$ cat config.mk
export PLATFORM = sky130hd
export DESIGN_NAME = mf_capture
export DESIGN_NICKNAME = d
export VERILOG_FILES = /design/src/rtl/mf_capture.sv
export SDC_FILE = /design/constraint.sdc
export NUM_CORES = 1
export LEC_CHECK = 0
export CAP_MARGIN = 40
export CELL_PAD_IN_SITES_DETAIL_PLACEMENT = 0
export CELL_PAD_IN_SITES_GLOBAL_PLACEMENT = 1
export CORE_MARGIN = 2
export CORE_UTILIZATION = 37
export DETAILED_ROUTE_END_ITERATION = 8
export PLACE_DENSITY_LB_ADDON = 0.12
export RECOVER_POWER = 25
export SKIP_LAST_GASP = 1
export SLEW_MARGIN = 20
export SYNTH_ARGS = -nofsm -noshare
export SYNTH_HDL_FRONTEND = slang
export SYNTH_SLANG_ARGS = --single-unit
$ cat constraint.sdc
create_clock -name clk -period 3.5 [get_ports clk]
set_input_delay 1.05 -clock clk [delete_from_list [all_inputs] [get_ports clk]]
set_output_delay 1.05 -clock clk [all_outputs]
set_load 0.01 [all_outputs]
$ cat src/rtl/mf_capture.sv
// MF bus receiver: captures the first driven MF word of each drive window, hands it to the
// M-bus consumer, and reports ownership conflicts. Optional odd parity check: MF_CAPTURE_PARITY_EN.
module mf_capture #(
    parameter int WIDTH = 32,
    parameter int CNT_W = 8
) (
    input  logic             clk,
    input  logic             reset,
    input  logic             state_alu,
    input  logic             state_write,
    input  logic             state_mmu,
    input  logic             state_fetch,
    input  logic             mfdrive,
    input  logic             pdlenb,
    input  logic             spcenb,
    input  logic             srcm,
    input  logic [WIDTH-1:0] mf,
`ifdef MF_CAPTURE_PARITY_EN
    input  logic             mf_par,
    output logic             parity_err,
`endif
    input  logic             m_ack,
    input  logic             clear,
    output logic [WIDTH-1:0] m_out,
    output logic             m_valid,
    output logic             conflict,
    output logic [CNT_W-1:0] conflict_cnt,
    output logic             overrun,
    output logic             unstable
);

    typedef enum logic [1:0] {
        IDLE  = 2'd0,
        ARMED = 2'd1,
        CAPT  = 2'd2
    } state_t;

    localparam logic [CNT_W-1:0] CNT_MAX = '1;

    state_t state;
    logic   window;
    logic   drive;
    logic   capture;
    logic   own_clash;

    assign window    = state_alu | state_write | state_mmu | state_fetch;
    assign drive     = window & mfdrive;
    // Only the first drive of a window captures; later drives are stability checks.
    assign capture   = drive & (state != CAPT);
    assign own_clash = mfdrive & (pdlenb | spcenb | srcm);

    always_ff @(posedge clk or negedge reset) begin
        if (!reset) begin
            state    <= IDLE;
            m_out    <= '0;
            m_valid  <= 1'b0;
            overrun  <= 1'b0;
            unstable <= 1'b0;
        end else begin
            case (state)
                IDLE: begin
                    if (drive)
                        state <= CAPT;
                    else if (window)
                        state <= ARMED;
                end
                ARMED: begin
                    if (!window)
                        state <= IDLE;
                    else if (drive)
                        state <= CAPT;
                end
                CAPT: begin
                    if (!window)
                        state <= IDLE;
                end
                default: state <= IDLE;
            endcase

            if (capture) begin
                m_out   <= mf;
                m_valid <= 1'b1;
            end else if (m_valid && m_ack) begin
                m_valid <= 1'b0;
            end

            // A new set event in the same cycle as clear leaves the flag set.
            overrun  <= (overrun & ~clear) | (capture & m_valid & ~m_ack);
            unstable <= (unstable & ~clear) | ((state == CAPT) & drive & (mf != m_out));
        end
    end

    always_ff @(posedge clk or negedge reset) begin
        if (!reset) begin
            conflict     <= 1'b0;
            conflict_cnt <= '0;
        end else begin
            conflict <= own_clash;
            if (clear)
                conflict_cnt <= own_clash ? CNT_W'(1) : '0;
            else if (own_clash && conflict_cnt != CNT_MAX)
                conflict_cnt <= conflict_cnt + CNT_W'(1);
        end
    end

`ifdef MF_CAPTURE_PARITY_EN
    always_ff @(posedge clk or negedge reset) begin
        if (!reset)
            parity_err <= 1'b0;
        else
            parity_err <= (parity_err & ~clear) | (capture & ~(^{mf, mf_par}));
    end
`endif

endmodule

* Word-level counts from Yosys, hierarchy flattened *
Cells that the tools add are included.

cells by class
  reductions and logical operators = 6
  shifts and indexed selects = 0
  $lt $le $gt $ge = 0
  divide/modulo/power cells = 0
  multiply operators = 0
  add/subtract/negate cells = 1
  equality and inequality tests = 8
  bitwise operators = 18
  mux-type cells = 11

operators with widths
  cell                                                 count
  inequality test 32 bit                               1
  2-to-1 mux 8 bit                                     2
  2-to-1 mux 2 bit                                     5
  AND 1 bit                                            9
  adder 8 x 1 -> 8 bit, second input constant          1
  inequality test 8 bit, second input constant         1
  OR 1 bit                                             7
  inequality test 3 bit, second input constant         2
  one-hot mux 2 bit (3 select lines)                   1
  inequality test 2 bit, second input constant         2
  nonzero test 2 bit                                   2
  2-to-1 mux 1 bit                                     3
  AND reduction 3 bit                                  1
  equality test 2 x 1 -> 1 bit, second input constant  1
  equality test 2 bit, second input constant           1
  logical AND 1 bit                                    2
  zero test 2 bit                                      1
  inverter 1 bit                                       2

storage, ports and cells
  ROM bits = 0
  bits in registers = 46
  input bits = 44
  output and inout bits = 44
  memories kept = 0
  RAM bits = 0
  latch bits = 0

* Longest topological paths before layout *
Gate-level depths: netlist of run 1.

  depth in word-level cells = 8
  mapped depth = 6

* Worst setup path after synthesis of run 1 *
Ideal clock, no wire load.

  kind = input -> register
  start point = in state_write
  end point = reg m_out[0]
  arrival time = 2,314 ps
  setup slack = 1,061 ps
  stages = 5
  setup time = 125 ps
  required time = 3,375 ps
  cell sequence = or4_4 -> and3_4 -> buf_6 -> buf_12 -> mux2_4

on the way
  word-level cells in the longest chain between the ends = 5

RTL lines
  item                    RTL line  source
  start: declaration      10        input logic state_write,
  OR 1 bit (3 in a row)   46        assign window = state_alu | state_write | state_mmu | state_fetch;
  AND 1 bit               47        assign drive = window & mfdrive;
  AND 1 bit               49        assign capture = drive & (state != CAPT);
  end signal: assignment  81        m_out <= mf;
  end: declaration        24        output logic [WIDTH-1:0] m_out,

No other way between the ends.
A chain may end at the register's enable or synchronous reset.

* Worst setup path in the final report of run 1 *
  start point = in state_write
  end point = reg m_out[31]

The elaborated chain is that of the path after synthesis.

==> results_dict.tcl, run 1 <==
set metrics [dict create \
    cp_slowest_cell "or4_4" \
    hold_ws_ps 485.5 \
    vdd_drop_max_mv 0.4077 \
    required_ps 3690 \
    synth_largest_area_cell "dfrtp_1" \
    synth_edf_count 0 \
    dp_hpwl_mm 3.672 \
    yosysWarnings 0 \
    yosysMostFrequentCell "dfrtp_1" \
    hp-class "register to register" \
    power_frac_clock_pct 15.4 \
    gr-total-overflow 0 \
    cts_made_buffers 5 \
    route.detailed.drc 0 \
    die_h_um 83.37 \
    slew_viol_final 0 \
    clk_path_buf_depth 2 \
    yosys.area.top_type_share_pct 49.38 \
    clk-insertion-delay-late_ps 300 \
    n_antenna_cell 0 \
    cp_max_fo 34 \
    switchingPower_uw 781.1 \
    grt_max_degree 35 \
    synth_area_mm2 0.002331 \
    yosys-top-cells-area "dfrtp_1, mux2_4, xnor2_1" \
    rsz0062_at_grt "false" \
    max_slew.worst_pin.slew_ps 1242 \
    synth-main-ff-cell "dfrtp_1" \
    tns_ps 0 \
    portBuffers 87 \
    area_growth_pct 42.89 \
    viasPerCell 4.791 \
    gp_congestion 0.7439 \
    slowest_delay_ps 540 \
    critPathKind "input pin to register" \
    cpLargestDelayFamily "simple AND/OR/NAND/NOR gates" \
    postRouteAntennaNets 0 \
    clock_skew_ps 7.711 \
    cts_max_level 2 \
    drtIter0Drc 40 \
    start_kind "input pin" \
    finalPower_uw 2544 \
    ys_types 29 \
    die-width_um 83.37 \
    fmax_mhz 387.5 \
    netlist_top_cells_count "dfrtp_1, xnor2_1, mux2_4, nand4_1, nor2_1" \
    ctsHoldBuffers 0 \
    routed-via-count 1629 \
    wl_mm 4.920 \
    cts.sinks 46 \
    first_pass_iters 4 \
    cts_setup_buffers 0 \
    combPwrFrac_pct 47.2 \
    finalSetupViolations 0 \
    post_drt_wl_per_cell_um 14.47 \
    swShare_pct 30.70 \
    cts_tree "built" \
    finalCritPeriodShare_pct 73.72 \
    cts_root_buffer "clkbuf_8" \
    hold_viol 0 \
    grt_pass1_vias 1662 \
    max_slew_margin_pct 17.17 \
    power.density_mw_per_mm2 763.9 \
    path_clk_slew_ps 80 \
    start_util_pct 38.91 \
    antenna_found_initial 0 \
    p_seq_share_pct 37.4 \
    arrival_ps 2770 \
    leakagePower_uw 0.001348 \
    cp_num_buf_inv 1 \
    io_pins 88 \
    async_flop_share_pct 100.0 \
    p_int_uw 1763 \
    status "completed" \
    dieArea_mm2 0.006951 \
    ys_seq_area_share_pct 49.38 \
    grt_pass1_wl_mm 8.162 \
    coreArea_mm2 0.005991 \
    nets 309 \
    syn_nets 219 \
    path_cells "clkdlybuf4s50_1 > or4_4 > and3_4 > mux2_4" \
    final_util_pct 55.60 \
    postSynthAreaPerCell_um2 13.40 \
    gr-usage-all-layers_pct 14.71 \
    cts_resized 0 \
    rows 28 \
    cap_violations 0 \
    ys_ff_latch 46 \
    synth_cells 174 \
    drive_gt1_share_pct 16.60 \
    fin_crit_ps 2580 \
    critPathCaptureType "register" \
]
## routing by layer
metal | vias up | GRT usage [%] | part of all wire [%]
li1 | 790 | - | -
met1 | 779 | 21.14 | 50
met2 | 54 | 21.85 | 44
met3 | 6 | 3.380 | 4.8
met4 | 0 | 4.918 | 1.2
met5 | - | 0 | 0
## cells by family after synthesis
group / count (synthesis) / share of synthesized area, %
AO/OA/AOI/OAI: 12 / 3.435
XOR/XNOR: 36 / 13.53
adder cells (fa/ha/maj): 1 / 0.5367
buffers and inverters: 8 / 3.704
flip-flops: 46 / 49.38
multiplexers: 33 / 20.40
AND/OR/NAND/NOR: 38 / 9.018
## per-stage QoR
step	setup slack, ps	cells	cell area (um2)
floorplan	1061	174	2331
global placement	608.0	332	3223
detailed placement	592.0	332	3223
CTS	919.3	340	3332
global route	889.3	340	3331
finish	919.6	340	3331
## final cells by class
class / instances / area [um2]
Sequential cell: 46 / 1151
Inverter: 3 / 11.26
Timing Repair Buffer: 88 / 872.1
Multi-Input combinational cell: 120 / 1094
Tap cell: 75 / 93.84
Clock inverter: 3 / 40.04
Fill cell: 529 / 2660
Clock buffer: 5 / 68.82
## cells in the final DEF, fill, tap and decap left out, types with 2 or more instances in the layout
cell and instances:
a21o_1 2, a21oi_1 3, clkbuf_8 5, clkdlybuf4s50_1 86, clkinv_2 2, dfrtp_1 46, inv_1 3, mux2_2 4
mux2_4 28, nand2_1 4, nand2b_1 2, nand3_1 4, nand4_1 9, nor2_1 8, nor3_1 4, nor4_1 3
o21ai_0 2, xnor2_1 36
## worst reg2reg max path: stages, from the launching register on
cell and delay, ps:
dfrtp_1 410, ha_1 250, nand3_1 90, o21ai_1 510, o21ai_0 150, a31o_2 240
## power groups by stage
stage / Combinational, uW / Sequential [uW] / Clock, uW
finish: 1200 / 951 / 393
global route: 1280 / 984 / 426
CTS: 1220 / 953 / 406
detailed placement: 1220 / 958 / 0
global placement: 1210 / 957 / 0
floorplan: 613 / 1030 / 0
## path summary, 6_finish.rpt
check	start	end	slack (ps)	cells after the start
worst max register to register	conflict_cnt[0]	conflict_cnt[0]	1740	5
worst min-delay path	state[1]	state[0]	490	1
worst min register to register	state[1]	state[0]	490	1
max in group asynchronous	reset	conflict	1540	2
min in group asynchronous	reset	m_out[24]	990	1
worst max-delay path	state_write	m_out[31]	920	4
## sequential cells by signal (all words and copies together) (netlist names)
| name | cells |
|---|---|
| m_out | 32 |
| state | 2 |
| m_valid | 1 |
| overrun | 1 |
| conflict_cnt | 8 |
| unstable | 1 |
| conflict | 1 |
Note: power is estimated with default switching activity, not from simulation.
==> run 2: changes to the inputs <==
--- a/config.mk
+++ b/config.mk
@@ -9,7 +9,7 @@
 export CELL_PAD_IN_SITES_DETAIL_PLACEMENT = 0
 export CELL_PAD_IN_SITES_GLOBAL_PLACEMENT = 1
 export CORE_MARGIN = 2
-export CORE_UTILIZATION = 37
+export CORE_UTILIZATION = 31
 export DETAILED_ROUTE_END_ITERATION = 8
 export PLACE_DENSITY_LB_ADDON = 0.12
 export RECOVER_POWER = 25
==> constraint.sdc (replaced) <==
create_clock -name clk -period 2.1 [get_ports clk]
set_input_delay 0.63 -clock clk [delete_from_list [all_inputs] [get_ports clk]]
set_output_delay 0.63 -clock clk [all_outputs]
set_load 0.01 [all_outputs]
==> results_dict.tcl, run 2 (synthesis gave the netlist of run 1 again) <==
set metrics [dict create \
    n_antenna_cell 0 \
    rsz0062_at_grt "true" \
    layout.cells.non_filler 378 \
    grt_use_met2_pct 22.57 \
    clk-insertion-delay-late_ps 290 \
    power_frac_clock_pct 14.8 \
    mostFrequentLayoutCells "clkdlybuf4s50_1, dfrtp_1, xnor2_1" \
    cts_max_level 2 \
    max_slew.worst_pin.slew_ps 932.7 \
    drtIter0Drc 39 \
    p_int_uw 2946 \
    cts.sinks 46 \
    leakagePower_uw 0.001411 \
    cts_root_buffer "clkbuf_8" \
    dieArea_mm2 0.008229 \
    dp_hpwl_mm 3.884 \
    required_ps 2290 \
    coreArea_mm2 0.007253 \
    hp-class "input pin to async pin" \
    cts_tree "built" \
    gr-usage-all-layers_pct 13.59 \
    die_h_um 90.72 \
    slew_viol_final 0 \
    area_growth_pct 48.79 \
    clk_path_buf_depth 2 \
    grt_max_degree 22 \
    clock_skew_ps 5.174 \
    use_met3_pct 4.424 \
    grt_pass1_wl_mm 8.963 \
    grt_pass1_vias 1764 \
    gp_congestion 0.7596 \
    critPathCaptureType "register" \
    reg_top3 "m_out: 32 flops, conflict_cnt: 8 flops, state: 2 flops" \
    die-width_um 90.72 \
    combPwrFrac_pct 48.0 \
    largest_reg_flops 32 \
    tns_ps 0 \
    first_pass_iters 4 \
    switchingPower_uw 1336 \
    start_kind "input pin" \
    max_slew_margin_pct 37.82 \
    status "completed" \
    viasPerCell 4.511 \
    critPathKind "input pin to register" \
    routed-via-count 1705 \
    cts_made_buffers 5 \
    antenna_found_initial 0 \
    postRouteAntennaNets 0 \
    io_pins 88 \
    p_seq_share_pct 37.2 \
    cp_max_fo 17 \
    start_util_pct 32.14 \
    portBuffers 87 \
    finalCritPeriodShare_pct 99.16 \
    vdd_drop_max_mv 0.6088 \
    nets 323 \
    rows 31 \
    fmax_mhz 480.2 \
    wl_mm 5.471 \
    regMostFlops "m_out" \
    fillCellCount 692 \
    dp.cells 368 \
    power.density_mw_per_mm2 1234 \
    busiest_layer "met2" \
    grt_use_met1_pct 17.19 \
    final_common_cell "clkdlybuf4s50_1" \
    path_clk_slew_ps 90 \
    arrival_ps 2270 \
    ctsHoldBuffers 0 \
    swShare_pct 31.20 \
    finalSetupViolations 0 \
    gr-total-overflow 0 \
    fin_crit_ps 2082 \
    hold_viol 0 \
    route.detailed.drc 0 \
    cap_violations 0 \
    post_drt_wl_per_cell_um 14.47 \
    drive_gt1_share_pct 20.43 \
]
==> run 2: cell types whose count changed in the layout (fill, tap and decap cells not counted), sizes merged <==
cell,previous run,this run
bufinv,1,0
clkbuf,6,11
and3,1,3
buf,1,11
clkinv,2,0
==> run 2: layout make-up <==
class	instances	area, um2	area share, %
multi-input combinational	122	1116	32.18
tap	99	123.9	3.571
sequential	46	1151	33.19
clock buffer	8	110.1	3.175
timing repair buffer	100	955.9	27.56
inverter	3	11.26	0.3247
==> run 2: per-stage QoR <==
| stage | power (uW) | util [%] | hold slack [ps] | setup WS, ps | instance area, um2 |
|---|---|---|---|---|---|
| 6_report | 4282 | 47.82 | 442.6 | 17.63 | 3468 |
| 5_1_grt | 4550 | 47.82 | 477.0 | -6.094 | 3468 |
| 4_1_cts | 4330 | 47.77 | 256.1 | -3.925 | 3465 |
| 3_5_place_dp | 3654 | 46.09 | 444.5 | -400.8 | 3343 |
| 3_3_place_gp | 3642 | 46.09 | 433.6 | -383.9 | 3343 |
| 2_1_floorplan | 2740 | - | 334.4 | 81.24 | 2331 |
==> run 2: layer usage <==
metal | vias to the layer above | wire, um
li1 | 819 | -
met1 | 830 | 2416
met2 | 51 | 2684
met3 | 5 | 330
met4 | 0 | 40
met5 | - | 0
==> run 2: power groups by stage <==
stage	clock network (uW)	logic, uW	registers, uW
after floorplan	0	1020	1720
after global placement	0	2040	1610
after detailed placement	0	2060	1600
after CTS	651	2080	1600
after global routing	690	2210	1650
final	634	2060	1590
==> run 2: worst paths after layout <==
kind	from	slack, ps	cells past startpoint	end
max	state_write	20	4	m_out[1]
min	reset	440	1	m_out[10]
max reg2reg	conflict_cnt[0]	400	5	conflict_cnt[0]
min reg2reg	state[1]	460	1	state[0]
max in group asynchronous	reset	570	2	m_out[25]
min in group clk	state[1]	460	1	state[0]
==> run 2: repair_timing <==
| item | CTS | global route |
|---|---|---|
| pin swaps | 0 | 0 |
| setup buffers | 0 | 0 |
| endpoints found under the setup margin | 33 | 17 |
| cloned | 1 | 1 |
| resized for setup | 1 | 1 |
==> run 2: critical path, stage by stage <==
cell and delay [ps]:
clkdlybuf4s50_1 420, or4_4 580, and3_4 320, mux2_4 320
==> run 3: changes to the inputs <==
--- a/config.mk
+++ b/config.mk
@@ -5,13 +5,13 @@
 export SDC_FILE = /design/constraint.sdc
 export NUM_CORES = 1
 export LEC_CHECK = 0
-export CAP_MARGIN = 40
+export CAP_MARGIN = 0
 export CELL_PAD_IN_SITES_DETAIL_PLACEMENT = 0
 export CELL_PAD_IN_SITES_GLOBAL_PLACEMENT = 1
 export CORE_MARGIN = 2
 export CORE_UTILIZATION = 31
 export DETAILED_ROUTE_END_ITERATION = 8
-export PLACE_DENSITY_LB_ADDON = 0.12
+export PLACE_DENSITY = 0.74
 export RECOVER_POWER = 25
 export SKIP_LAST_GASP = 1
 export SLEW_MARGIN = 20
==> results_dict.tcl, run 3 (synthesis gave the netlist of run 1 again) <==
set metrics [dict create \
    status "completed" \
    critPathKind "input pin to register" \
    slowest_delay_ps 590 \
    portBuffers 87 \
    drtIter0Drc 61 \
    p_seq_share_pct 36.0 \
    start_kind "input pin" \
    wl_mm 5.311 \
    route.detailed.drc 0 \
    n_antenna_cell 0 \
    post_drt_wl_per_cell_um 14.28 \
    slew_viol_final 0 \
    cpLargestDelayFamily "simple AND/OR/NAND/NOR gates" \
    clock_skew_ps 3.620 \
    grt_pass1_vias 1712 \
    required_ps 2280 \
    largest_reg_flops 32 \
    start_util_pct 32.14 \
    critPathCaptureType "register" \
    die_h_um 90.72 \
    cp_num_buf_inv 1 \
    routed-via-count 1682 \
    path_cells "clkdlybuf4s50_1 > or4_4 > and3_4 > mux2_4" \
    reg_top3 "m_out: 32 flops, conflict_cnt: 8 flops, state: 2 flops" \
    grt_max_degree 28 \
    leakagePower_uw 0.001399 \
    hold_viol 0 \
    tns_ps 0 \
    drive_gt1_share_pct 19.05 \
    swShare_pct 29.95 \
    first_pass_iters 4 \
    fmax_mhz 476.5 \
    fin_crit_ps 2098 \
    cts_made_buffers 5 \
    nets 317 \
    cts_tree "built" \
    finalSetupViolations 0 \
    cap_violations 0 \
    regMostFlops "m_out" \
    hp-class "register to register" \
    combPwrFrac_pct 46.1 \
    power_frac_clock_pct 17.9 \
    finalCritPeriodShare_pct 99.93 \
    cp_max_fo 17 \
    die-width_um 90.72 \
    cp_slowest_cell "or4_4" \
    switchingPower_uw 1331 \
    p_int_uw 3114 \
    clk-insertion-delay-late_ps 290 \
    antenna_found_initial 0 \
    vdd_drop_max_mv 0.6005 \
    final_common_cell "clkdlybuf4s50_1" \
    cts.sinks 46 \
    dieArea_mm2 0.008229 \
    power.density_mw_per_mm2 1285 \
    max_slew_margin_pct 30.54 \
    io_pins 88 \
    cts_root_buffer "clkbuf_8" \
    rsz0062_at_grt "true" \
    gr-total-overflow 0 \
    path_clk_slew_ps 80 \
    final_util_pct 47.70 \
    area_growth_pct 48.42 \
    viasPerCell 4.522 \
    dp_hpwl_mm 3.802 \
    gr-usage-all-layers_pct 12.95 \
    coreArea_mm2 0.007253 \
    rows 31 \
    max_slew.worst_pin.slew_ps 1042 \
    arrival_ps 2280 \
    gp_congestion 0.7765 \
    postRouteAntennaNets 0 \
    clk_path_buf_depth 2 \
    cts_max_level 2 \
    mostFrequentLayoutCells "clkdlybuf4s50_1, dfrtp_1, xnor2_1" \
    grt_pass1_wl_mm 8.431 \
]
-- run 3: changes by cell type in the layout (fill, tap and decap cells not counted) --
cell       previous run  this run
bufinv_16             0         2
buf_4                11         6
clkbuf_1              2         1
clkbuf_8              8         6
-- run 3: final cells by class --
class                           count  area, um2
Clock buffer                        6      82.58
Multi-Input combinational cell    122       1116
Sequential cell                    46       1151
Tap cell                           99      123.9
Fill cell                         690       3794
Timing Repair Buffer               94      914.6
Clock inverter                      2      60.06
Inverter                            3      11.26
-- run 3: final timing paths --
path                            slack (ps)  cells after the start              end             from
worst max-delay path                     2                      4         m_out[3]      state_write
worst min-delay path                   480                      1         state[0]         state[1]
worst max register to register         400                      5  conflict_cnt[0]  conflict_cnt[0]
worst min register to register         480                      1         state[0]         state[1]
max in group asynchronous              370                      2        m_out[31]            reset
min in group asynchronous              490                      1        m_out[14]            reset
-- run 3: worst register-to-register path, stage by stage, from the launching register on --
cell     delay, ps
dfrtp_1        430
ha_1           230
nand3_1         90
o21ai_1        470
o21ai_0        150
a31o_2         230
-- run 3: power groups by stage --
stage	combinational [uW]	clock, uW	sequential (uW)
final	2050	797	1600
after global routing	2190	857	1660
after CTS	2080	822	1600
after detailed placement	2050	0	1600
after global placement	2020	0	1610
after floorplan	1020	0	1720
-- run 3: per-layer routing --
| layer | part of all wire [%] | GRT usage, % |
|---|---|---|
| met1 | 45 | 17.64 |
| met2 | 47 | 19.65 |
| met3 | 6.6 | 4.424 |
| met4 | 0.68 | 3.462 |
| met5 | 0 | 0 |
-- run 3: repair_timing --
action	4_1_cts	5_1_grt
hold buffers	0	0
resized for setup	1	1
cloned	1	1
buffers inserted	0	0
endpoints found under the setup margin	33	20
hold endpoints to repair	0	0
-- run 3: metrics by stage --
stage               total power, uW  hold WS, ps  instances  setup WS (ps)  cell area [um2]
floorplan                      2740        334.4        174          81.24             2331
global placement               3630        436.3        362         -379.6             3311
detailed placement             3653        451.7        362         -391.8             3311
CTS                            4496        287.9        371         -6.884             3465
global route                   4702        502.4        372         -37.52             3460
finish                         4445        475.7        372          1.517             3460
